## src/rtl/ip_extslot_pkg.sv

```systemverilog
// Shared types and helpers for the MSX expanded-slot controller.
// The secondary-slot register holds one 2-bit slot field per 16 KiB page.
package ip_extslot_pkg;

  localparam int PAGE_W    = 2;
  localparam int NUM_PAGES = 4;

  typedef logic [PAGE_W-1:0] subslot_t;

  // Secondary-slot number that the register assigns to one page.
  function automatic subslot_t page_field(input logic [7:0] sub_reg, input logic [1:0] page);
    return sub_reg[page*PAGE_W +: PAGE_W];
  endfunction

endpackage

```

## src/rtl/ip_extslot_n_if.sv

```systemverilog
// Internal MSX-50BUS signals seen by one slot device.
// The bus side is the master; the slot device is the slave.
interface ip_extslot_n_if;
  logic [15:0] bus_address;
  logic        bus_io_cs;
  logic        bus_memory_cs;
  logic        bus_read_ready;
  logic [7:0]  bus_read_data;
  logic [7:0]  bus_write_data;
  logic        bus_read;
  logic        bus_write;
  logic        bus_io;
  logic        bus_memory;

  modport master (
    output bus_address, bus_write_data, bus_read, bus_write, bus_io, bus_memory,
    input  bus_io_cs, bus_memory_cs, bus_read_ready, bus_read_data
  );

  modport slave (
    input  bus_address, bus_write_data, bus_read, bus_write, bus_io, bus_memory,
    output bus_io_cs, bus_memory_cs, bus_read_ready, bus_read_data
  );
endinterface

```

## src/rtl/ip_extslot_read_pipe.sv

```systemverilog
// Fixed-latency valid+data pipe; accepts one item per clock and delivers each
// exactly once, in order, DEPTH clocks later. Synchronous active-low reset.
module ip_extslot_read_pipe #(
  parameter int DEPTH = 1,
  parameter int W     = 8
) (
  input  logic         clk,
  input  logic         n_reset,
  input  logic         in_valid,
  input  logic [W-1:0] in_data,
  output logic         out_valid,
  output logic [W-1:0] out_data
);

  logic [DEPTH-1:0] valid_q;
  logic [W-1:0]     data_q [DEPTH];

  always_ff @(posedge clk) begin
    // NOTE: non-blocking assignments make every stage load its predecessor's pre-edge value.
    if (!n_reset) begin
      valid_q <= '0;
    end else begin
      valid_q[0] <= in_valid;
      for (int i = 1; i < DEPTH; i++) valid_q[i] <= valid_q[i-1];
    end
  end

  // NOTE: data stages carry no reset; valid_q qualifies them and the output is zeroed when idle.
  always_ff @(posedge clk) begin
    data_q[0] <= in_data;
    for (int i = 1; i < DEPTH; i++) data_q[i] <= data_q[i-1];
  end

  assign out_valid = valid_q[DEPTH-1];
  assign out_data  = out_valid ? data_q[DEPTH-1] : '0;

endmodule

```

## src/rtl/ip_extslot_n.sv

```systemverilog
// MSX expanded-slot controller: secondary-slot register, inverted read-back
// through a fixed-latency pipe, and one-hot secondary-slot select decode.
module ip_extslot_n
  import ip_extslot_pkg::*;
#(
  parameter int          NUM_SUB      = 4,
  parameter logic [15:0] REG_ADDRESS  = 16'hFFFF,
  parameter int          READ_LATENCY = 1,
  parameter logic [7:0]  RESET_VALUE  = 8'h00
) (
  input  logic               clk,
  input  logic               n_reset,
  ip_extslot_n_if.slave      bus,
  input  logic               ext_enable,
  output logic [NUM_SUB-1:0] extslot_memory,
  output logic [7:0]         sub_reg
);

  logic     reg_hit;
  subslot_t field;

  // Only memory cycles are claimed; the register lives in memory space.
  assign bus.bus_io_cs     = 1'b0;
  assign bus.bus_memory_cs = 1'b1;

  assign reg_hit = ext_enable & bus.bus_memory & ~bus.bus_io
                 & (bus.bus_address == REG_ADDRESS);

  always_ff @(posedge clk) begin
    if (!n_reset)                     sub_reg <= RESET_VALUE;
    else if (reg_hit && bus.bus_write) sub_reg <= bus.bus_write_data;
  end

  // The pipe samples the pre-write value, so a combined read+write reads the old register.
  ip_extslot_read_pipe #(
    .DEPTH (READ_LATENCY),
    .W     (8)
  ) u_read_pipe (
    .clk       (clk),
    .n_reset   (n_reset),
    .in_valid  (reg_hit & bus.bus_read),
    .in_data   (~sub_reg),
    .out_valid (bus.bus_read_ready),
    .out_data  (bus.bus_read_data)
  );

  assign field = page_field(sub_reg, bus.bus_address[15:14]);

  always_comb begin
    // NOTE: every output bit gets a default first so no path through this block infers a latch.
    extslot_memory = '0;
    if (!ext_enable) begin
      extslot_memory[0] = bus.bus_memory;
    end else begin
      for (int i = 0; i < NUM_SUB; i++)
        extslot_memory[i] = bus.bus_memory && !reg_hit && (int'(field) == i);
    end
  end

endmodule

```

## src/flat_wrapper.sv

```systemverilog
// flat-port wrapper written by rule: the top's interface ports become plain ports
module ip_extslot_n_flat import ip_extslot_pkg::*;
#(
  parameter int          NUM_SUB      = 4,
  parameter logic [15:0] REG_ADDRESS  = 16'hFFFF,
  parameter int          READ_LATENCY = 1,
  parameter logic [7:0]  RESET_VALUE  = 8'h00
)
  (clk, n_reset, ext_enable, extslot_memory, sub_reg, bus_bus_address, bus_bus_write_data, bus_bus_read, bus_bus_write, bus_bus_io, bus_bus_memory, bus_bus_io_cs, bus_bus_memory_cs, bus_bus_read_ready, bus_bus_read_data);
  ip_extslot_n_if bus_i ();
  input  logic clk;
  input  logic n_reset;
  input  logic ext_enable;
  output logic [NUM_SUB-1:0] extslot_memory;
  output logic [7:0] sub_reg;
  input wire logic [$bits(bus_i.bus_address)-1:0] bus_bus_address;
  input wire logic [$bits(bus_i.bus_write_data)-1:0] bus_bus_write_data;
  input wire logic [$bits(bus_i.bus_read)-1:0] bus_bus_read;
  input wire logic [$bits(bus_i.bus_write)-1:0] bus_bus_write;
  input wire logic [$bits(bus_i.bus_io)-1:0] bus_bus_io;
  input wire logic [$bits(bus_i.bus_memory)-1:0] bus_bus_memory;
  output wire logic [$bits(bus_i.bus_io_cs)-1:0] bus_bus_io_cs;
  output wire logic [$bits(bus_i.bus_memory_cs)-1:0] bus_bus_memory_cs;
  output wire logic [$bits(bus_i.bus_read_ready)-1:0] bus_bus_read_ready;
  output wire logic [$bits(bus_i.bus_read_data)-1:0] bus_bus_read_data;
  assign bus_i.bus_address = bus_bus_address;
  assign bus_i.bus_write_data = bus_bus_write_data;
  assign bus_i.bus_read = bus_bus_read;
  assign bus_i.bus_write = bus_bus_write;
  assign bus_i.bus_io = bus_bus_io;
  assign bus_i.bus_memory = bus_bus_memory;
  assign bus_bus_io_cs = bus_i.bus_io_cs;
  assign bus_bus_memory_cs = bus_i.bus_memory_cs;
  assign bus_bus_read_ready = bus_i.bus_read_ready;
  assign bus_bus_read_data = bus_i.bus_read_data;
  ip_extslot_n #(.NUM_SUB(NUM_SUB), .REG_ADDRESS(REG_ADDRESS), .READ_LATENCY(READ_LATENCY), .RESET_VALUE(RESET_VALUE)) u_core (.clk(clk), .n_reset(n_reset), .bus(bus_i), .ext_enable(ext_enable), .extslot_memory(extslot_memory), .sub_reg(sub_reg));
endmodule
```

## config.mk

```make
export PLATFORM = sky130hd
export DESIGN_NAME = ip_extslot_n_flat
export DESIGN_NICKNAME = d
export VERILOG_FILES = /design/src/rtl/ip_extslot_pkg.sv /design/src/rtl/ip_extslot_n_if.sv /design/src/rtl/ip_extslot_read_pipe.sv /design/src/rtl/ip_extslot_n.sv /design/src/flat_wrapper.sv
export SDC_FILE = /design/constraint.sdc
export NUM_CORES = 1
export LEC_CHECK = 0
export CAP_MARGIN = 10
export CORE_ASPECT_RATIO = 1.1
export CORE_UTILIZATION = 34
export DETAILED_ROUTE_END_ITERATION = 10
export GPL_TIMING_DRIVEN = 0
export PLACE_DENSITY = 0.74
export SLEW_MARGIN = 40
export SYNTH_ARGS = -nofsm -noshare
export SYNTH_HDL_FRONTEND = slang
export SYNTH_SLANG_ARGS = --single-unit
```

## constraint.sdc

```tcl
create_clock -name clk -period 1.8 [get_ports clk]
set_clock_uncertainty 0.15 [all_clocks]
set_input_delay 0.18 -clock clk [delete_from_list [all_inputs] [get_ports clk]]
set_output_delay 0.18 -clock clk [all_outputs]
set_load 0.02 [all_outputs]
```

==> impl_metrics.tcl, run 1 <==
set metrics [dict create \
    synth_top_family_by_area "simple AND/OR/NAND/NOR gates" \
    via_count 875 \
    cap_violations 0 \
    die-area_um2 2500 \
    rsz0062_at_grt "yes" \
    synth_area_leaders "dfxtp_1 43%, nand4_1 8.0%, and2_1 6.4%" \
    root_buffer "clkbuf_4" \
    cts_tree "done" \
    synth-seq-cells 17 \
    critical_path_required_ns 1.47 \
    worstPathArrival_ns 1.62 \
    finalWirelength_um 2390 \
    place_inst 166 \
    slew_violations 0 \
    status "finished, violations left" \
    cts_buffers 3 \
    drt_iter0_markers 16 \
    synth-adder-area-share 0 \
    postPlaceCellArea_um2 1320 \
    p_clk_frac 0.303 \
    p_int_uw 524 \
    tns_ns -0.556 \
    ys.flop_type "dfxtp_1" \
    worstPathCellList "mux4_2 > nor2_1 > o21ai_1 > a21boi_1 > buf_4" \
    postLayoutSetupSlackWorst_ns -0.153 \
    dp.final_hpwl_um 1750 \
    h-tree-depth 1 \
    track_usage 0.207 \
    cp-end-kind "output port" \
    mostFrequentLayoutCell "clkdlybuf4s50_1" \
    antenna_left 0 \
    synth_cell_types 25 \
    seq_area_frac_synth 0.434 \
    swShare 0.229 \
    firstDrtPassIters 4 \
    crit_fanout 2 \
    drive_gt1_frac 0.282 \
    violations "negative setup slack" \
    synth_top_area_cell "dfxtp_1" \
    post-route-util 0.709 \
    pre_cts_ws_ns -0.837 \
    grt_antenna_before_repair 0 \
    clock.fmax_mhz 512 \
    cpPeakStageDelay_ns 0.48 \
    n_fill_cell 178 \
    comb_power_share 0.144 \
    hp-class "in2reg" \
    die_h_um 52.4 \
    clock_latency_ns 0.29 \
    wl_per_cell_um 13.0 \
    p_leak_uw 0.000677 \
    core_area_um2 2080 \
    fin_crit_ns 1.95 \
    synth-compound-area-share 0.129 \
    synthSimpleGateAreaFrac 0.276 \
    synth_nets 119 \
    antenna_cells 0 \
    fin_area_um2 1480 \
    nets 188 \
    worstSetupPathType "reg2out" \
    grt_max_degree 11 \
    setup_violations 4 \
    synth_xor_area_frac 0 \
    port-buffer-count 50 \
    layout_common_cells "34 x clkdlybuf4s50_1, 20 x buf_4, 10 x nand4_1" \
    num_rows 17 \
    ir_drop_mv 0.282 \
    io_pins 54 \
    ys_warn_count 0 \
    first_global_vias 823 \
    grt-ovfl-total 0 \
    clock_path_buffers 2 \
    slowest_stage "mux4_2" \
    synth_edf_count 0 \
    cp-start-kind "flop" \
    synthMuxAreaShare 0.0574 \
    netlist_instances 88 \
    path_clk_slew_ns 0.10 \
    p_switching_uw 156 \
    clock-sinks 17 \
    critPathTopFamily "multiplexers" \
    start_util 0.376 \
    finalHoldViolations 0 \
    synth_area_um2 785 \
    viasPerCell 4.76 \
    synth.avg_cell_area_um2 8.91 \
    async_flop_share 0 \
    path_buf_inv 1 \
    drc 0 \
    layoutNonFillerInstCount 184 \
    synth_top_area_share 0.434 \
    place_congestion 0.734 \
    die_x_um 47.8 \
    fin_crit_sh 1.08 \
    grt_pass1_wl_um 3670 \
    power_frac_seq 0.553 \
    syn2layout_area_growth_pct 88.4 \
    powerDensity_nw_per_um2 460 \
]
==> final cells by class <==
type | instances | area, um2 | area share
plain buffers | 6 | 43.8 | 0.0296
inverters | 9 | 33.8 | 0.0229
clock buffers | 3 | 22.5 | 0.0152
well taps | 28 | 35.0 | 0.0237
flip-flops and latches | 17 | 352 | 0.238
multi-input cells | 56 | 383 | 0.259
repair buffers | 64 | 603 | 0.408
clock inverters | 1 | 5.00 | 0.00339
==> logic make-up after synthesis <==
| kind of cell | count (synthesis) |
|---|---|
| simple gates | 33 |
| compound gates | 19 |
| flops | 17 |
| buf+inv | 15 |
| mux | 2 |
| other cells | 2 |
==> per-stage QoR <==
step / hold slack (ns) / total power (uW)
after floorplan: 0.148 / 409
after global placement: 0.239 / 481
after detailed placement: 0.242 / 481
after CTS: 0.0552 / 676
after global routing: 0.0540 / 705
final: 0.0608 / 679
==> worst paths after layout <==
| kind | startpoint | end | slack [ns] | cells after the start |
|---|---|---|---|---|
| min reg2reg | u_core.sub_reg[2] | u_core.u_read_pipe.data_q[0][2] | 0.26 | 1 |
| max reg2reg | u_core.sub_reg[7] | u_core.sub_reg[7] | 0.80 | 4 |
| max | u_core.sub_reg[7] | extslot_memory[0] | -0.15 | 5 |
| min | bus_bus_write | u_core.sub_reg[7] | 0.06 | 3 |
==> metal layers <==
metal / routed length (um) / track usage
met4: 31 / 0.0833
met2: 1210 / 0.360
met5: 0 / 0
met1: 993 / 0.229
met3: 149 / 0.0517
==> power groups by stage <==
stage	sequential, uW	clock (uW)	combinational [uW]
after floorplan	385	0	24.3
after global placement	385	0	96.0
after detailed placement	385	0	96.9
after CTS	376	205	95.7
after global routing	376	225	104
final	376	206	97.6
==> worst min-delay path, stage by stage <==
cell	delay, ns
buf_4	0.15
nand4_1	0.08
a21oi_1	0.06
==> cell usage after synthesis, drive strengths merged (3+ instances only) <==
cell / n
dfxtp: 17
inv: 9
buf: 6
nand4: 10
o21ai: 9
a21oi: 9
nand2: 3
and3b: 3
and2: 8
==> timing repair <==
| action | CTS | global route |
|---|---|---|
| setup buffers | 12 | 2 |
| setup endpoints to repair | 12 | 9 |
| pin swaps | 4 | 0 |
| hold buffers | 0 | 0 |
| gates resized for setup | 37 | 8 |
Note: power is estimated with default switching activity, not from simulation.
==> run 2: changes to the inputs <==
--- a/config.mk
+++ b/config.mk
@@ -5,9 +5,10 @@
 export SDC_FILE = /design/constraint.sdc
 export NUM_CORES = 1
 export LEC_CHECK = 0
+export ABC_AREA = 1
 export CAP_MARGIN = 10
 export CORE_ASPECT_RATIO = 1.1
-export CORE_UTILIZATION = 34
+export CORE_UTILIZATION = 37
 export DETAILED_ROUTE_END_ITERATION = 10
 export GPL_TIMING_DRIVEN = 0
 export PLACE_DENSITY = 0.74
==> run 2 against run 1 <==
Net effect: the flow now finishes without violations; clock power shrank 3%; wire length grew 3.8%; sequential power is essentially flat; register-to-register slack gained 0.22 ns; synthesized area grew 19%; maximum frequency grew 10%; combinational power grew 47%; setup slack gained 0.18 ns; die area grew 9.4%; cell area grew 5.8%; via count grew 16%; largest cell class unchanged.
==> impl_metrics.tcl, run 2 <==
set metrics [dict create \
    slew_violations 0 \
    cts_buffers 3 \
    ff2ff_path_depth 2 \
    clock_latency_ns 0.28 \
    port-buffer-count 48 \
    mostFrequentLayoutCell "nand2_1" \
    layout_common_cells "34 x nand2_1, 30 x inv_1, 29 x clkdlybuf4s50_1" \
    hold_buffers 0 \
    fin_crit_sh 0.982 \
    multi_input_area_um2 462 \
    finalHoldViolations 0 \
    worstReg2RegStart "u_core.sub_reg[6]" \
    start_util 0.404 \
    clock.fmax_mhz 566 \
    syn2layout_area_growth_pct 66.9 \
    setup_violations 0 \
    drive_gt1_frac 0.189 \
    synth.avg_cell_area_um2 6.42 \
    p_int_uw 536 \
    die_x_um 50.0 \
    hp-class "in2reg" \
    track_usage 0.177 \
    synth_nets 177 \
    crit_fanout 3 \
    tns_ns 0 \
    r2r_setup_slack_ns 1.02 \
    register_area_um2 349 \
    grt-ovfl-total 0 \
    cap_violations 0 \
    hold_ws_ns 0.0285 \
    grt_pass1_wl_um 3630 \
    die_h_um 54.8 \
    antenna_left 0 \
    top_usage_layer "met2" \
    comb_power_share 0.199 \
    ys_warn_count 0 \
    synth_top_area_share 0.363 \
    h-tree-depth 1 \
    n_fill_cell 190 \
    firstDrtPassIters 4 \
    critical_path.endpoint "extslot_memory[1]" \
    powerDensity_nw_per_um2 459 \
    io_pins 54 \
    cp-start-kind "input port" \
    synth_area_leaders "dfxtp_1 36%, nand2_1 14%, inv_1 12%" \
    num_rows 18 \
    seq_area_frac_synth 0.363 \
    die-area_um2 2740 \
    r2r-end "u_core.sub_reg[6]" \
    root_buffer "clkbuf_4" \
    clock-sinks 17 \
    fin_crit_ns 1.77 \
    netlist_instances 146 \
    met2_usage 0.331 \
    first_global_vias 855 \
    worstSetupPathType "in2out" \
    grt_use_met1 0.201 \
    cp-end-kind "output port" \
    postLayoutSetupSlackWorst_ns 0.0322 \
    hold_start "n_reset" \
    synth_edf_count 0 \
    drc 0 \
    power_frac_seq 0.523 \
    dp.final_hpwl_um 1880 \
    clock_path_buffers 2 \
    p_leak_uw 0.000948 \
    p_clk_frac 0.278 \
    ys_top_cells_by_count "35 x nand2_1, 31 x inv_1, 20 x nor2_1" \
    synth_area_um2 937 \
    cts_tree "done" \
    wl_per_cell_um 10.7 \
    rsz0062_at_grt "yes" \
    place_congestion 0.794 \
    grtUsageMet3 0.0194 \
    nets 233 \
    via_count 1016 \
    synth_cell_types 19 \
    async_flop_share 0 \
    yosysMostFrequentCell "nand2_1" \
    critical_path_required_ns 1.47 \
    grt_max_degree 11 \
    pre_cts_ws_ns -0.541 \
    viasPerCell 4.40 \
    synth-seq-cells 17 \
    fin_area_um2 1560 \
    ir_drop_mv 0.249 \
    ys.flop_type "dfxtp_1" \
    grt_antenna_before_repair 0 \
    path_clk_slew_ns 0.10 \
    finalWirelength_um 2480 \
    core_area_um2 2320 \
    swShare 0.254 \
    worstPathArrival_ns 1.44 \
    p_switching_uw 182 \
    status "finished, final reports clean" \
    crit_path_start "bus_bus_address[3]" \
    synth_top_area_cell "dfxtp_1" \
    antenna_cells 0 \
    drt_iter0_markers 20 \
    postPlaceCellArea_um2 1460 \
]
==> run 2: cell types whose count changed after synthesis, moves of 8 or more <==
cell,change
nand4_1,-10
nand2_1,+32
nand3_1,+11
and2_1,-8
inv_1,+22
nor2_1,+19
==> run 2: routing by layer <==
| layer | share of wire | routed length, um | vias up |
|---|---|---|---|
| met5 | 0 | 0 | - |
| met4 | 0.027 | 68 | 0 |
| met3 | 0.038 | 93 | 6 |
| met2 | 0.51 | 1260 | 28 |
| met1 | 0.43 | 1060 | 443 |
| li1 | - | - | 539 |
==> run 2: per-stage QoR <==
step / instances / power, uW / utilization
after floorplan: 146 / 443 / -
after global placement: 224 / 518 / 0.627
after detailed placement: 224 / 521 / 0.627
after CTS: 229 / 717 / 0.641
after global routing: 231 / 757 / 0.674
final: 231 / 718 / 0.674
==> run 2: power groups by stage <==
stage,Combinational (uW),Clock (uW),Sequential [uW]
2_1_floorplan,58.2,0,385
3_3_place_gp,133,0,385
3_5_place_dp,136,0,385
4_1_cts,137,204,376
5_1_grt,155,227,376
6_report,143,200,376
==> run 2: worst min-delay path by stage <==
stage	to	slack, ns	cells past startpoint
2_1_floorplan	u_core.u_read_pipe.out_valid	0.18	1
3_3_place_gp	u_core.u_read_pipe.data_q[0][4]	0.25	1
3_5_place_dp	u_core.u_read_pipe.data_q[0][4]	0.25	1
4_1_cts	u_core.sub_reg[3]	0.02	3
5_1_grt	u_core.sub_reg[0]	0.03	3
6_report	u_core.sub_reg[3]	0.03	3
==> run 2: cell families after synthesis <==
| kind of cell | synth area share |
|---|---|
| compound gates | 0.0855 |
| buf+inv | 0.171 |
| flops | 0.363 |
| other cells | 0.00801 |
| simple gates | 0.373 |
==> run 2: area by class of cell <==
type | instances | share of cell area
clock buffer | 3 | 0.0144
inverter | 31 | 0.0744
sequential | 17 | 0.223
multi-input combinational | 91 | 0.295
timing repair buffer | 52 | 0.340
tap | 30 | 0.0240
buffer | 6 | 0.0256
clock inverter | 1 | 0.00320
==> run 2: what timing repair did <==
| action | CTS | global route |
|---|---|---|
| gates resized for setup | 23 | 30 |
| pin swaps | 2 | 9 |
| buffers inserted | 2 | 2 |
| setup endpoints to repair | 12 | 12 |
==> run 2: critical path, stage by stage <==
cell and delay [ns]:
clkdlybuf4s50_1 0.45, nand2_1 0.05, nor2_2 0.14, nand3_2 0.15, nor2_8 0.15, nor2_4 0.04, nand2_1 0.07, nor2_1 0.05
buf_4 0.15
==> run 3: changes to the inputs <==
--- a/config.mk
+++ b/config.mk
@@ -8,6 +8,7 @@
 export ABC_AREA = 1
 export CAP_MARGIN = 10
 export CORE_ASPECT_RATIO = 1.1
+export CORE_MARGIN = 4
 export CORE_UTILIZATION = 37
 export DETAILED_ROUTE_END_ITERATION = 10
 export GPL_TIMING_DRIVEN = 0
==> run 3 against run 2 <==
Net effect: clock power rose by 2%; die area rose by 24%; combinational power barely moved; wire length rose by 0.16%; core utilization fell by 0.54 points; total power rose by 0.46%; global-route usage fell by 3.5 points; cell area rose by 0.16%; largest power group unchanged.
==> impl_metrics.tcl, run 3 (same netlist as run 2, synthesis figures left out) <==
set metrics [dict create \
    die-area_um2 3400 \
    cp-start-kind "input port" \
    die_x_um 56.0 \
    worstPathCellList "clkdlybuf4s50_1 > nand2_1 > inv_1 > nand3_2 > nor2_8 > nor2_4 > nand2_2 > nor2_1 > buf_4" \
    fin_area_um2 1570 \
    track_usage 0.142 \
    report.power.total_uw 722 \
    finalWirelength_um 2480 \
    antenna_left 0 \
    root_buffer "clkbuf_4" \
    ir_drop_mv 0.424 \
    dp.final_hpwl_um 1950 \
    cap_violations 0 \
    slew_violations 0 \
    via_count 1014 \
    drive_gt1_frac 0.200 \
    status "finished, final reports clean" \
    postPlaceCellArea_um2 1460 \
    firstDrtPassIters 4 \
    cp-end-kind "output port" \
    worstPathArrival_ns 1.41 \
    rsz0062_at_grt "yes" \
    cpPeakStageDelay_ns 0.52 \
    num_rows 18 \
    critical_path_required_ns 1.47 \
    grt_pass1_wl_um 3820 \
    layout_common_cells "34 x nand2_1, 31 x clkdlybuf4s50_1, 30 x inv_1" \
    port-buffer-count 48 \
    slowest_stage "clkdlybuf4s50_1" \
    h-tree-depth 1 \
    first_global_vias 927 \
    pre_cts_ws_ns -0.568 \
    grt_antenna_before_repair 1 \
    cts_tree "done" \
    viasPerCell 4.39 \
    grt_max_degree 11 \
    clock_latency_ns 0.29 \
    crit_fanout 4 \
    setup_violations 0 \
    p_leak_uw 0.000929 \
    mostFrequentLayoutCell "nand2_1" \
    finalHoldViolations 0 \
    powerDensity_nw_per_um2 461 \
    core_area_um2 2340 \
    grt-ovfl-total 0 \
    die_h_um 60.8 \
    nets 232 \
    worstSetupPathType "in2out" \
    postLayoutSetupSlackWorst_ns 0.0639 \
    path_clk_slew_ns 0.10 \
    start_util 0.400 \
    place_congestion 0.755 \
    n_fill_cell 199 \
    hp-class "in2reg" \
    drt_iter0_markers 19 \
    wl_per_cell_um 10.7 \
    critPathTopFamily "buffers and inverters" \
    clock.fmax_mhz 576 \
    tns_ns 0 \
    fin_crit_ns 1.74 \
    io_pins 54 \
    register_area_um2 352 \
    syn2layout_area_growth_pct 67.2 \
    clock-sinks 17 \
    drc 0 \
    cts_buffers 3 \
    clock_path_buffers 2 \
    fin_crit_sh 0.964 \
    multi_input_area_um2 465 \
    path_buf_inv 3 \
]
run 3: cell types whose count changed in the layout (fill, tap and decap cells not counted), moves of 2 or more:
cell,change
clkdlybuf4s50_1,+2
dfxtp_1,-2
dfxtp_2,+2
dlymetal6s2s_1,-2
run 3: final timing paths:
path | endpoint | depth (start not counted) | startpoint | slack [ns]
max | extslot_memory[3] | 9 | ext_enable | 0.06
min reg2reg | u_core.u_read_pipe.data_q[0][6] | 1 | u_core.sub_reg[6] | 0.26
min | u_core.sub_reg[3] | 3 | n_reset | 0.02
max reg2reg | u_core.sub_reg[5] | 3 | u_core.sub_reg[5] | 0.89
run 3: cell type report:
class / instances / share of cell area
Antenna cell: 1 / 0.00160
Inverter: 31 / 0.0743
Tap cell: 30 / 0.0240
Clock inverter: 1 / 0.00319
Buffer: 6 / 0.0256
Timing Repair Buffer: 51 / 0.335
Sequential cell: 17 / 0.224
Multi-Input combinational cell: 91 / 0.297
Clock buffer: 3 / 0.0144
run 3: through the flow:
step / hold WS, ns / utilization / instances
2_1_floorplan: 0.183 / - / 146
3_3_place_gp: 0.246 / 0.621 / 224
3_5_place_dp: 0.244 / 0.621 / 224
4_1_cts: 0.0354 / 0.636 / 229
5_1_grt: 0.0324 / 0.669 / 231
6_report: 0.0202 / 0.669 / 231
run 3: power breakdown:
| part | total, uW | internal (uW) | switching [uW] |
|---|---|---|---|
| logic | 142 | 79.2 | 63.2 |
| clock network | 204 | 82.7 | 121 |
| registers | 376 | 376 | 0.000516 |
| total | 722 | 537 | 184 |
run 3: worst register-to-register path, stage by stage (launching register included):
cell     delay (ns)
dfxtp_2        0.34
buf_4          0.13
a21oi_1        0.12
nor2_1         0.07
run 3: per-layer routing:
metal / vias to the layer above / global-route usage / share of wire
li1: 540 / - / -
met1: 437 / 0.150 / 0.36
met2: 35 / 0.280 / 0.56
met3: 2 / 0.0447 / 0.065
met4: 0 / 0.0271 / 0.014
met5: - / 0 / 0
run 3: what timing repair did:
action | in CTS | in global routing
hold buffers | 0 | 0
endpoints found under the setup margin | 12 | 12
pin swaps | 2 | 8
resized for setup | 25 | 32
setup buffers | 2 | 1
hold endpoints to repair | 0 | 0
